File: src/rtl/jk_updown_counter.sv
// Modulo-MODULUS up/down counter built from JK toggle stages (J = K = toggle).
// Adds parallel load, count enable, combinational terminal count and a registered wrap pulse.
module jk_updown_counter #(
  parameter int unsigned WIDTH   = 4,
  parameter int unsigned MODULUS = 10
) (
  input  logic             clk,
  input  logic             reset,
  input  logic             en,
  input  logic             up,
  input  logic             load,
  input  logic [WIDTH-1:0] load_val,
  output logic [WIDTH-1:0] Q,
  output logic [WIDTH-1:0] Qn,
  output logic             tc,
  output logic             wrap
);

  localparam logic [WIDTH-1:0] MaxVal = WIDTH'(MODULUS - 1);
  localparam logic [WIDTH:0]   ModExt = (WIDTH + 1)'(MODULUS);

  logic [WIDTH-1:0] q_q, q_d;
  logic             wrap_q, wrap_d;
  logic [WIDTH-1:0] toggle;
  logic [WIDTH-1:0] jk_next;
  logic [WIDTH-1:0] low_mask;
  logic             at_max, at_zero, load_ok;

  // Bit i toggles when all lower bits are 1 (counting up) or all 0 (counting down).
  always_comb begin
    toggle   = '0;
    low_mask = '0;
    for (int unsigned i = 0; i < WIDTH; i++) begin
      low_mask = '0;
      for (int unsigned j = 0; j < i; j++) begin
        low_mask[j] = 1'b1;
      end
      if (up) begin
        toggle[i] = en & ((q_q & low_mask) == low_mask);
      end else begin
        toggle[i] = en & ((q_q & low_mask) == '0);
      end
    end
  end

  // JK characteristic equation with J = K = toggle.
  always_comb begin
    jk_next = '0;
    for (int unsigned i = 0; i < WIDTH; i++) begin
      jk_next[i] = (toggle[i] & ~q_q[i]) | (~toggle[i] & q_q[i]);
    end
  end

  always_comb begin
    at_max  = (q_q == MaxVal);
    at_zero = (q_q == '0);
    tc      = up ? at_max : at_zero;
    load_ok = ({1'b0, load_val} < ModExt);
  end

  // Load and the wrap boundary override the plain JK next state.
  always_comb begin
    q_d    = jk_next;
    wrap_d = 1'b0;
    if (load) begin
      q_d = load_ok ? load_val : '0;
    end else if (en && tc) begin
      q_d    = up ? '0 : MaxVal;
      wrap_d = 1'b1;
    end
  end

  always_ff @(posedge clk or posedge reset) begin
    if (reset) begin
      q_q    <= '0;
      wrap_q <= 1'b0;
    end else begin
      q_q    <= q_d;
      wrap_q <= wrap_d;
    end
  end

  assign Q    = q_q;
  assign Qn   = ~q_q;
  assign wrap = wrap_q;

  q_in_range_a: assert property (@(posedge clk) disable iff (reset) ({1'b0, q_q} < ModExt));

endmodule
File: config.mk
export PLATFORM = sky130hd
export DESIGN_NAME = jk_updown_counter
export DESIGN_NICKNAME = d
export VERILOG_FILES = /design/src/rtl/jk_updown_counter.sv
export SDC_FILE = /design/constraint.sdc
export NUM_CORES = 1
export LEC_CHECK = 0
export BUFFER_PORTS_ARGS = -buffer_cell sky130_fd_sc_hd__buf_4
export CAP_MARGIN = 20
export CORE_AREA = 2 2 39 41
export DETAILED_ROUTE_END_ITERATION = 8
export DIE_AREA = 0 0 41 43
export PLACE_DENSITY = 0.54
export RECOVER_POWER = 50
export SETUP_SLACK_MARGIN = 0.02
export SLEW_MARGIN = 10
export SYNTH_ARGS = -nofsm -noshare
export SYNTH_HDL_FRONTEND = slang
export SYNTH_SLANG_ARGS = --single-unit
File: constraint.sdc
create_clock -name clk -period 2.58 [get_ports clk]
set_input_delay 0.387 -clock clk [delete_from_list [all_inputs] [get_ports clk]]
set_output_delay 0.387 -clock clk [all_outputs]
set_load 0.01 [all_outputs]
### After elaboration in Yosys (flattened, before gate mapping)

Cells that the tools add are included.

| cells by class | value |
|---|---|
| add/sub/neg operators | 0 |
| multiply operators | 0 |
| divide/modulo/power cells | 0 |
| $lt $le $gt $ge | 1 |
| equal/unequal tests | 3 |
| shift operators | 0 |
| multiplexer cells | 10 |
| bitwise gates (word level) | 27 |
| reduce and logical (&&, ||, !) cells | 5 |

Operators with widths:

| operator | count |
|---|---|
| zero test 4 bit | 4 |
| 2-to-1 mux 4 bit | 4 |
| AND 1 bit | 14 |
| NOT 1 bit | 8 |
| 2-to-1 mux 1 bit | 6 |
| equality test 4 bit, second input constant | 1 |
| less-than comparator 4 bit, second input constant | 1 |
| NOT 4 bit | 1 |
| OR 1 bit | 4 |
| equality test 3 bit, second input constant | 1 |
| equality test 2 bit, second input constant | 1 |
| logical AND 1 bit | 1 |

| word-level totals | value |
|---|---|
| register bits | 5 |
| latch bits | 0 |
| bits in writable memories | 0 |
| bits in read-only memories | 0 |
| bits of input ports | 9 |
| output and inout bits | 10 |
| word-level logic and storage cells | 48 |
| memories | 0 |

### Longest topological paths before layout

Gate-level depths: netlist of the first run.

| logic depth | value |
|---|---|
| depth in word-level cells | 8 |
| depth in mapped cells | 5 |
| gate-level depth less buffers | 4 |

### Least setup slack after synthesis of the first run

Ideal clock, no wire load.

| path | value |
|---|---|
| path type | reg-to-output |
| start point | register q_q[0] (netlist: Q[0]) |
| end point | output port tc |
| arrival time | 1.071 ns |
| required time | 2.193 ns |
| slack | 1.122 ns |
| cell stages (with the launch flop) | 5 |
| path buffers | 1 |
| cell sequence | dfrtp_1 > buf_6 > nor3_1 > nor2_1 > nor3_1 |

| on the way | value |
|---|---|
| word-level cells in the longest chain between the ends | 2 |
| elaborated cells between the ends (all ways) | 3 |
| those cells by class | eq/ne (1); mux (1); reduce/logical (1) |

Ends and longest elaborated chain:

| what | RTL line | RTL |
|---|---|---|
| start: declaration | 22 | `logic [WIDTH-1:0] q_q, q_d;` |
| start signal: assignment | 78 | `q_q <= q_d;` |
| equality test 4 bit / zero test 4 bit (equally long branches) | 55, 56 |  |
| 2-to-1 mux 1 bit * | 57 | `tc = up ? at_max : at_zero;` |
| end: declaration | 15 | `output logic tc,` |

Every way passes the cells marked *; elsewhere a longest branch is shown, timed or not.

### Final worst setup path of the first run

Ends and elaborated chain as after synthesis.

==> impl_metrics.yaml, run 1 <==
sta:
  rsz0062_at_grt: "false"
  fin_skew_ps: 3.14
  period_share: 0.674
  worst_pin_slew_ps: 319
  fin_ws_ps: 841
  period_needed_ps: 1740
  slew_headroom: 0.787
  finalHoldViolCount: 0
  tns_ps: 0
  maxSlewViolCount: 0
  fmax_mhz: 575
  final-setup-viol-count: 0
  whs_ps: 30.1
place:
  port_buffers: 18
  gp_congestion: 0.705
  post-place-ws_ps: 1070
  place_area_sq_um: 500
  detailedPlacementHpwl_um: 630
logic_synthesis:
  synth_edf_count: 0
  ys_async_sr_fraction: 1.00
  synth_largest_area_cell: "dfrtp_1"
  synth.top_cells.by_count: "dfrtp_1 (5), inv_1 (5), o21ai_0 (4), xnor2_1 (4), nor2_1 (3)"
  synth.top_cell.area_share: 0.336
  synth_ff_type: "dfrtp_1"
  synth.lib_cells_used.distinct: 27
  syn_inst: 45
  yosysWarnings: 0
  yosysSeqAreaShare: 0.336
  synth_fp_nets: 54
  synth_area_leaders: "dfrtp_1 (34%), xnor2_1 (9.4%), o21ai_0 (5.4%)"
  synth_area_per_cell_sq_um: 8.29
  synth_area_sq_um: 373
  ys_ff_latch: 5
worst_setup_path:
  cp-start-kind: "flop"
  path_class: "flop to output pin"
  worst_setup_path_end_kind: "output pin"
  crit_fanout: 10
  required_ps: 2190
  critical_path_arrival_ps: 1350
cts:
  insertion_delay_ps: 250
  path_clk_slew_ps: 50
  clock_path_buffers: 2
  cts-root-buf: "clkbuf_4"
  cts_tree: "built"
  cts_hold_buf: 0
  cts.htree.levels: 1
  cts.sinks: 5
  cts_resized: 0
  post_cts_buffers: 0
  cts_made_buffers: 3
final_layout:
  layout.area.seq_sq_um: 125
  antenna_cells: 0
  n_fill_cell: 145
  final_layout_size_suffix_gt1_frac: 0.302
  syn_to_final_growth_pct: 38.3
  multiInputGateArea_sq_um: 201
  fin_nets: 73
  stdcell_area_sq_um: 515
routing:
  drt_iter0_markers: 6
  vias: 372
  drtPass1Iterations: 4
  routed_wl_um: 888
  viasPerCell: 4.71
  drc: 0
  drtAntennaViolNets: 0
  wl_per_cell_um: 11.2
die:
  ios: 19
  fp-row-count: 14
  dieWidth_um: 41
  die_h_um: 43
  start_util: 0.269
  dieArea_sq_um: 1760
  coreArea_sq_um: 1380
global_route:
  overflow: 0
  grt_pass1_vias: 301
  grt_max_degree: 11
  grt_usage: 0.117
  antenna_found_initial: 0
  grt_pass1_wl_um: 1410
pwr:
  p_clk_frac: 0.324
  peakVddDrop_v: 0.000325
  p_leak_nw: 0.240
  p_sw_frac: 0.332
  power.density_nw_per_um2: 565
  p_comb_frac: 0.319
  power.total_uw: 291
  switchingPower_uw: 96.8
  cellInternalPower_uw: 194
  power_frac_seq: 0.357
job:
  cap_violations: 0
run_status:
  outcome: "complete, no violations"
worst_hold_path:
  hold_class: "input port to asynchronous set/reset pin"
## critical path: stages (launching register included)
cell     delay (ps)
dfrtp_1         480
nor3_1          270
nor2_1           60
nor3_1          140
buf_4           150
## through the flow
step | util | std cells
2_1_floorplan | - | 45
3_3_place_gp | 0.362 | 75
3_5_place_dp | 0.362 | 75
4_1_cts | 0.381 | 79
5_1_grt | 0.373 | 79
6_report | 0.373 | 79
## cell type report
type	instances	share of cell area
Multi-Input combinational cell	31	0.391
Sequential cell	5	0.243
Timing Repair Buffer	18	0.240
Clock buffer	4	0.0510
Tap cell	16	0.0388
Inverter	5	0.0364
## power by group through the flow
stage	registers, mW	logic [mW]	clock network [mW]
CTS	0.104	0.0977	0.0940
finish	0.104	0.0928	0.0943
floorplan	0.0999	0.0596	0
global route	0.106	0.104	0.103
detailed placement	0.105	0.0969	0
global placement	0.105	0.0972	0
## registers in the layout (all words and copies together) (netlist names)
name  cells
wrap      1
Q         4
## placed cells by master (no fill, tap or decap), drive strengths merged, types with 2 or more instances in the layout
cell type | netlist | routed
buf | 2 | 14
clkbuf | 2 | 8
dfrtp | 5 | 5
inv | 5 | 5
nand3 | 2 | 2
nor2 | 3 | 3
nor3 | 2 | 2
o21ai | 5 | 5
xnor2 | 4 | 4
## cell families after synthesis
family                    count (synthesis)  share of synthesized area
AOI/OAI and AO/OA                        12                      0.215
and+or+nand+nor                          15                      0.232
xor gates and xnor gates                  4                     0.0940
buffers and inverters                     9                      0.124
DFF                                       5                      0.336
## metal layers
layer  share of wire  up-vias  wire length (um)  GRT usage
met5               0        -                 0          0
met4               0        0                 0     0.0400
met3            0.11        0                94     0.0471
met2            0.40       16               351      0.144
met1            0.50      163               443      0.181
li1                -      193                 -          -
## worst paths after layout
check	start	to	slack, ps	cells past startpoint
min	reset	Q[2]	30	2
max	Q[0]	tc	840	4
min reg2reg	Q[3]	Q[3]	760	3
max reg2reg	Q[1]	Q[2]	1140	4
min in group clk	load_val[3]	Q[2]	350	2
max in group asynchronous	reset	Q[0]	2390	2
No activity file was read; power rests on OpenSTA's default activity.
==> run 2, diff against run 1 <==
--- a/config.mk
+++ b/config.mk
@@ -5,12 +5,13 @@
 export SDC_FILE = /design/constraint.sdc
 export NUM_CORES = 1
 export LEC_CHECK = 0
+export ABC_AREA = 1
 export BUFFER_PORTS_ARGS = -buffer_cell sky130_fd_sc_hd__buf_4
 export CAP_MARGIN = 20
 export CORE_AREA = 2 2 39 41
 export DETAILED_ROUTE_END_ITERATION = 8
 export DIE_AREA = 0 0 41 43
-export PLACE_DENSITY = 0.54
+export PLACE_DENSITY = 0.6
 export RECOVER_POWER = 50
 export SETUP_SLACK_MARGIN = 0.02
 export SLEW_MARGIN = 10
==> constraint.sdc (replaced) <==
create_clock -name clk -period 1.41 [get_ports clk]
set_input_delay 0.2115 -clock clk [delete_from_list [all_inputs] [get_ports clk]]
set_output_delay 0.2115 -clock clk [all_outputs]
set_load 0.01 [all_outputs]
==> impl_metrics.yaml, run 2 <==
die:
  fp-row-count: 14
  start_util: 0.304
  dieWidth_um: 41
  die_h_um: 43
  coreArea_sq_um: 1380
  ios: 19
  dieArea_sq_um: 1760
job:
  cap_violations: 0
final_layout:
  antenna_cells: 0
  layout.area.seq_sq_um: 128
  largest_reg_flops: 4
  multiInputGateArea_sq_um: 248
  fin_nets: 103
  final_layout_size_suffix_gt1_frac: 0.398
  syn_to_final_growth_pct: 48.2
  n_fill_cell: 157
  final_cell_mix: "nand2_1 (23), buf_4 (17), inv_1 (8), nand3_1 (8)"
  post-route-util: 0.450
  layout_commonest_cell: "nand2_1"
worst_setup_path:
  reg2reg_depth: 10
  worst_setup_path_end_kind: "output pin"
  crit_buf_inv: 2
  slowest_stage: "dfrtp_2"
  critPathTopFamily: "flip-flops"
  path_cells: "nand2_1 -> inv_1 -> nand3_1 -> nand2_2 -> buf_4"
  path_class: "flop to output pin"
  required_ps: 1200
  max_stage_delay_ps: 450
  critical_path_arrival_ps: 1110
  crit_fanout: 6
  timing.rr.start: "Q[0]"
  cp-start-kind: "flop"
  crit_start: "Q[0]"
  cp.depth: 5
logic_synthesis:
  syn_inst: 69
  synth_area_sq_um: 420
  synth_area_per_cell_sq_um: 6.09
  synth_area_leaders: "dfrtp_1 (30%), nand2_1 (21%), nand3_1 (9.5%)"
  synth.top_cells.by_count: "nand2_1 (23), inv_1 (9), nand3_1 (8)"
  ys_ff_latch: 5
  synth.top_cell.area_share: 0.298
  synth_largest_area_cell: "dfrtp_1"
  yosysSeqAreaShare: 0.298
  yosysMostFrequentCell: "nand2_1"
  synth_edf_count: 0
  synth_fp_nets: 78
  ys_async_sr_fraction: 1.00
  yosysWarnings: 0
  synth_ff_type: "dfrtp_1"
  synth.lib_cells_used.distinct: 16
routing:
  routed_wl_um: 923
  wl_per_cell_um: 8.47
  drtAntennaViolNets: 0
  viasPerCell: 4.28
  drt_iter0_markers: 7
  drc: 0
  drtPass1Iterations: 3
  vias: 466
global_route:
  grt_usage: 0.136
  antenna_found_initial: 0
  overflow: 0
  grt_max_degree: 9
  grt_pass1_wl_um: 1590
  grt_pass1_vias: 396
cts:
  path_clk_slew_ps: 40
  cts.sinks: 5
  cts_tree: "built"
  cts-root-buf: "clkbuf_4"
  insertion_delay_ps: 240
  cts_made_buffers: 3
  clock_path_buffers: 2
  cts.htree.levels: 1
sta:
  fin_skew_ps: 2.33
  maxSlewViolCount: 0
  finalHoldViolCount: 0
  worst_pin_slew_ps: 219
  period_share: 0.935
  slew_headroom: 0.852
  rsz0062_at_grt: "false"
  period_needed_ps: 1320
  final-setup-viol-count: 0
  tns_ps: 0
  fmax_mhz: 758
run_status:
  outcome: "complete, no violations"
worst_hold_path:
  holdCritStartpoint: "load"
  hold_class: "input port to flop"
  hold-path-cell-count: 2
place:
  gp_congestion: 0.718
  port_buffers: 18
  detailedPlacementHpwl_um: 756
pwr:
  p_leak_nw: 0.347
  peakVddDrop_v: 0.000412
  power.density_nw_per_um2: 971
[run 2: cell count changes in the layout (fill, tap and decap cells not counted), moves of 3 or more]
cell,delta
nand3_1,+6
inv_2,+4
inv_1,+3
buf_4,+3
xnor2_1,-3
nor2_2,+3
o21ai_0,-3
nand2_2,+4
nand2_1,+22
[run 2: per-layer routing]
metal | part of all wire | global-route usage
met1 | 0.44 | 0.190
met2 | 0.51 | 0.175
met3 | 0.039 | 0.0314
met4 | 0.0054 | 0.100
met5 | 0 | 0
[run 2: per-stage QoR]
stage | instances | worst slack, ps | hold slack [ps] | power, mW | area (sq um)
floorplan | 69 | 265 | -9.98 | 0.324 | 420
global placement | 101 | 217 | 132 | 0.422 | 561
detailed placement | 101 | 211 | 133 | 0.421 | 561
CTS | 106 | 28.8 | 189 | 0.597 | 601
global route | 109 | 16.7 | 204 | 0.660 | 623
finish | 109 | 91.4 | 202 | 0.605 | 623
[run 2: cell type report]
type	count	share of cell area
Clock buffer	4	0.0422
Sequential cell	5	0.205
Tap cell	16	0.0321
Timing Repair Buffer	22	0.251
Multi-Input combinational cell	50	0.398
Inverter	12	0.0723
[run 2: power breakdown]
group,total [mW],internal (mW),switching [mW]
Clock,0.164,0.107,0.0573
Sequential,0.191,0.163,0.0280
Combinational,0.250,0.118,0.132
[run 2: logic make-up (layout without fill, tap and decap cells)]
kind of cell,after synthesis,in the layout,share of synthesized area
AND/OR/NAND/NOR,45,45,0.482
buffers and inverters,14,38,0.143
AO/OA/AOI/OAI,4,4,0.0565
XOR/XNOR,1,1,0.0208
flip-flops,5,5,0.298
[run 2: path summary, 6_finish.rpt]
check,end,slack [ps]
setup / recovery,tc,90
hold / removal,wrap,200
setup reg to reg,Q[3],260
hold reg to reg,Q[2],640
max in group asynchronous,Q[0],790
min in group asynchronous,wrap,430
[run 2: repair_timing]
| item | in CTS | in global routing |
|---|---|---|
| setup endpoints to repair | 1 | 1 |
| pin swaps | 0 | 2 |
| setup buffers | 0 | 3 |
| gates cloned | 0 | 0 |
| endpoints found under the hold margin | 5 | 0 |
| gates resized for setup | 2 | 5 |
| hold buffers | 1 | 0 |
==> run 3, diff against run 2 <==
--- a/config.mk
+++ b/config.mk
@@ -8,10 +8,11 @@
 export ABC_AREA = 1
 export BUFFER_PORTS_ARGS = -buffer_cell sky130_fd_sc_hd__buf_4
 export CAP_MARGIN = 20
-export CORE_AREA = 2 2 39 41
+export CELL_PAD_IN_SITES_DETAIL_PLACEMENT = 1
+export CELL_PAD_IN_SITES_GLOBAL_PLACEMENT = 1
+export CORE_UTILIZATION = 25
 export DETAILED_ROUTE_END_ITERATION = 8
-export DIE_AREA = 0 0 41 43
-export PLACE_DENSITY = 0.6
+export PLACE_DENSITY = 0.7
 export RECOVER_POWER = 50
 export SETUP_SLACK_MARGIN = 0.02
 export SLEW_MARGIN = 10
==> constraint.sdc (replaced) <==
create_clock -name clk -period 1.41 [get_ports clk]
set_input_delay 0.2115 -clock clk [delete_from_list [all_inputs] [get_ports clk]]
set_output_delay 0.2115 -clock clk [all_outputs]
set_load 0.005 [all_outputs]
==> impl_metrics.yaml, run 3 (synthesized netlist as in run 2, its figures left out) <==
sta:
  maxSlewViolCount: 0
  final-setup-viol-count: 0
  finalHoldViolCount: 0
  tns_ps: 0
  slew_headroom: 0.810
  period_share: 0.913
  worst_pin_slew_ps: 281
  rsz0062_at_grt: "false"
  period_needed_ps: 1290
  fin_skew_ps: 7.95
  fmax_mhz: 777
  fin_ws_ps: 123
routing:
  drc: 0
  vias: 494
  wl_per_cell_um: 10.4
  drtPass1Iterations: 2
  drt_iter0_markers: 3
  viasPerCell: 4.45
  routed_wl_um: 1160
  drtAntennaViolNets: 0
pwr:
  p_comb_frac: 0.418
  p_leak_nw: 0.368
  switchingPower_uw: 221
  p_sw_frac: 0.354
  power.density_nw_per_um2: 967
  power_frac_seq: 0.301
  p_clk_frac: 0.281
  peakVddDrop_v: 0.000446
  cellInternalPower_uw: 404
cts:
  cts.htree.levels: 1
  cts-root-buf: "clkbuf_4"
  path_clk_slew_ps: 50
  cts.sinks: 5
  cts_tree: "built"
  insertion_delay_ps: 250
  cts_made_buffers: 3
  clock_path_buffers: 2
die:
  ios: 19
  coreArea_sq_um: 1540
  start_util: 0.273
  dieArea_sq_um: 1850
  dieWidth_um: 43.0
  fp-row-count: 14
  die_h_um: 43.0
final_layout:
  fin_nets: 105
  antenna_cells: 0
  final_cell_mix: "nand2_1 (23), buf_4 (19), inv_1 (8), nand3_1 (8), clkbuf_4 (7)"
  final_cells: 111
  post-route-util: 0.420
  layout_commonest_cell: "nand2_1"
  largest_reg_flops: 4
  syn_to_final_growth_pct: 53.9
  final_layout_size_suffix_gt1_frac: 0.432
worst_setup_path:
  worst_setup_path_end_kind: "output pin"
  required_ps: 1200
  crit_fanout: 5
  critical_path_arrival_ps: 1080
  cp-start-kind: "flop"
  path_class: "flop to output pin"
place:
  gp_congestion: 0.769
  port_buffers: 18
  post-place-ws_ps: 181
  placedCellCount: 101
  detailedPlacementHpwl_um: 888
worst_hold_path:
  hold_class: "input port to flop"
global_route:
  overflow: 0
  grt_pass1_vias: 457
  grt_pass1_wl_um: 1990
  grt_max_degree: 9
  antenna_found_initial: 0
  grt_usage: 0.144
run_status:
  outcome: "complete, no violations"
job:
  cap_violations: 0
[run 3: cell count changes in the layout (fill, tap and decap cells not counted)]
cell	previous run	this run
nor2_1	3	4
clkbuf_4	4	7
buf_4	17	19
nor2_2	3	2
clkbuf_1	4	1
[run 3: power by group through the flow]
stage / clock network (mW) / logic (mW) / registers [mW]
after floorplan: 0 / 0.123 / 0.187
after global placement: 0 / 0.218 / 0.190
after detailed placement: 0 / 0.221 / 0.190
after CTS: 0.180 / 0.227 / 0.193
after global routing: 0.197 / 0.297 / 0.191
final: 0.176 / 0.261 / 0.188
[run 3: worst paths after layout]
kind                       startpoint  endpoint  slack (ps)  cells after the start
min in group asynchronous       reset      Q[3]         440                      3
max in group asynchronous       reset      Q[0]         770                      3
max                              Q[1]        tc         120                      4
max reg2reg                      Q[0]      Q[2]         240                      8
min                              load      wrap         190                      2
min reg2reg                      Q[2]      Q[2]         670                      4
[run 3: timing repair]
item | CTS | global route
hold endpoints to repair | 5 | 0
pin swaps | 1 | 1
resized for setup | 4 | 2
endpoints found under the setup margin | 1 | 1
hold buffers | 1 | 0
setup buffers | 0 | 5
[run 3: cell type report]
type,instances,area [sq um]
inverter,12,45.0
clock buffer,4,26.3
fill,209,895
multi-input combinational,50,245
tap,16,20.0
timing repair buffer,24,183
sequential,5,128
[run 3: through the flow]
step	area [sq um]	hold WS, ps	power, mW
after global routing	647	194	0.685
after CTS	606	181	0.600
final	647	187	0.625
after detailed placement	561	135	0.410
after global placement	561	132	0.408
after floorplan	420	-9.98	0.310
[run 3: layer usage]
metal	global-route usage	share of wire	up-vias
met3	0.0681	0.070	0
met1	0.185	0.46	214
li1	-	-	264
met5	0	0	-
met2	0.227	0.47	16
met4	0.0182	0	0
[run 3: critical path, stage by stage, from the launching register on]
cell	delay (ps)
dfrtp_2	440
nor2_2	120
nand3_1	80
nand2_2	80
buf_4	100
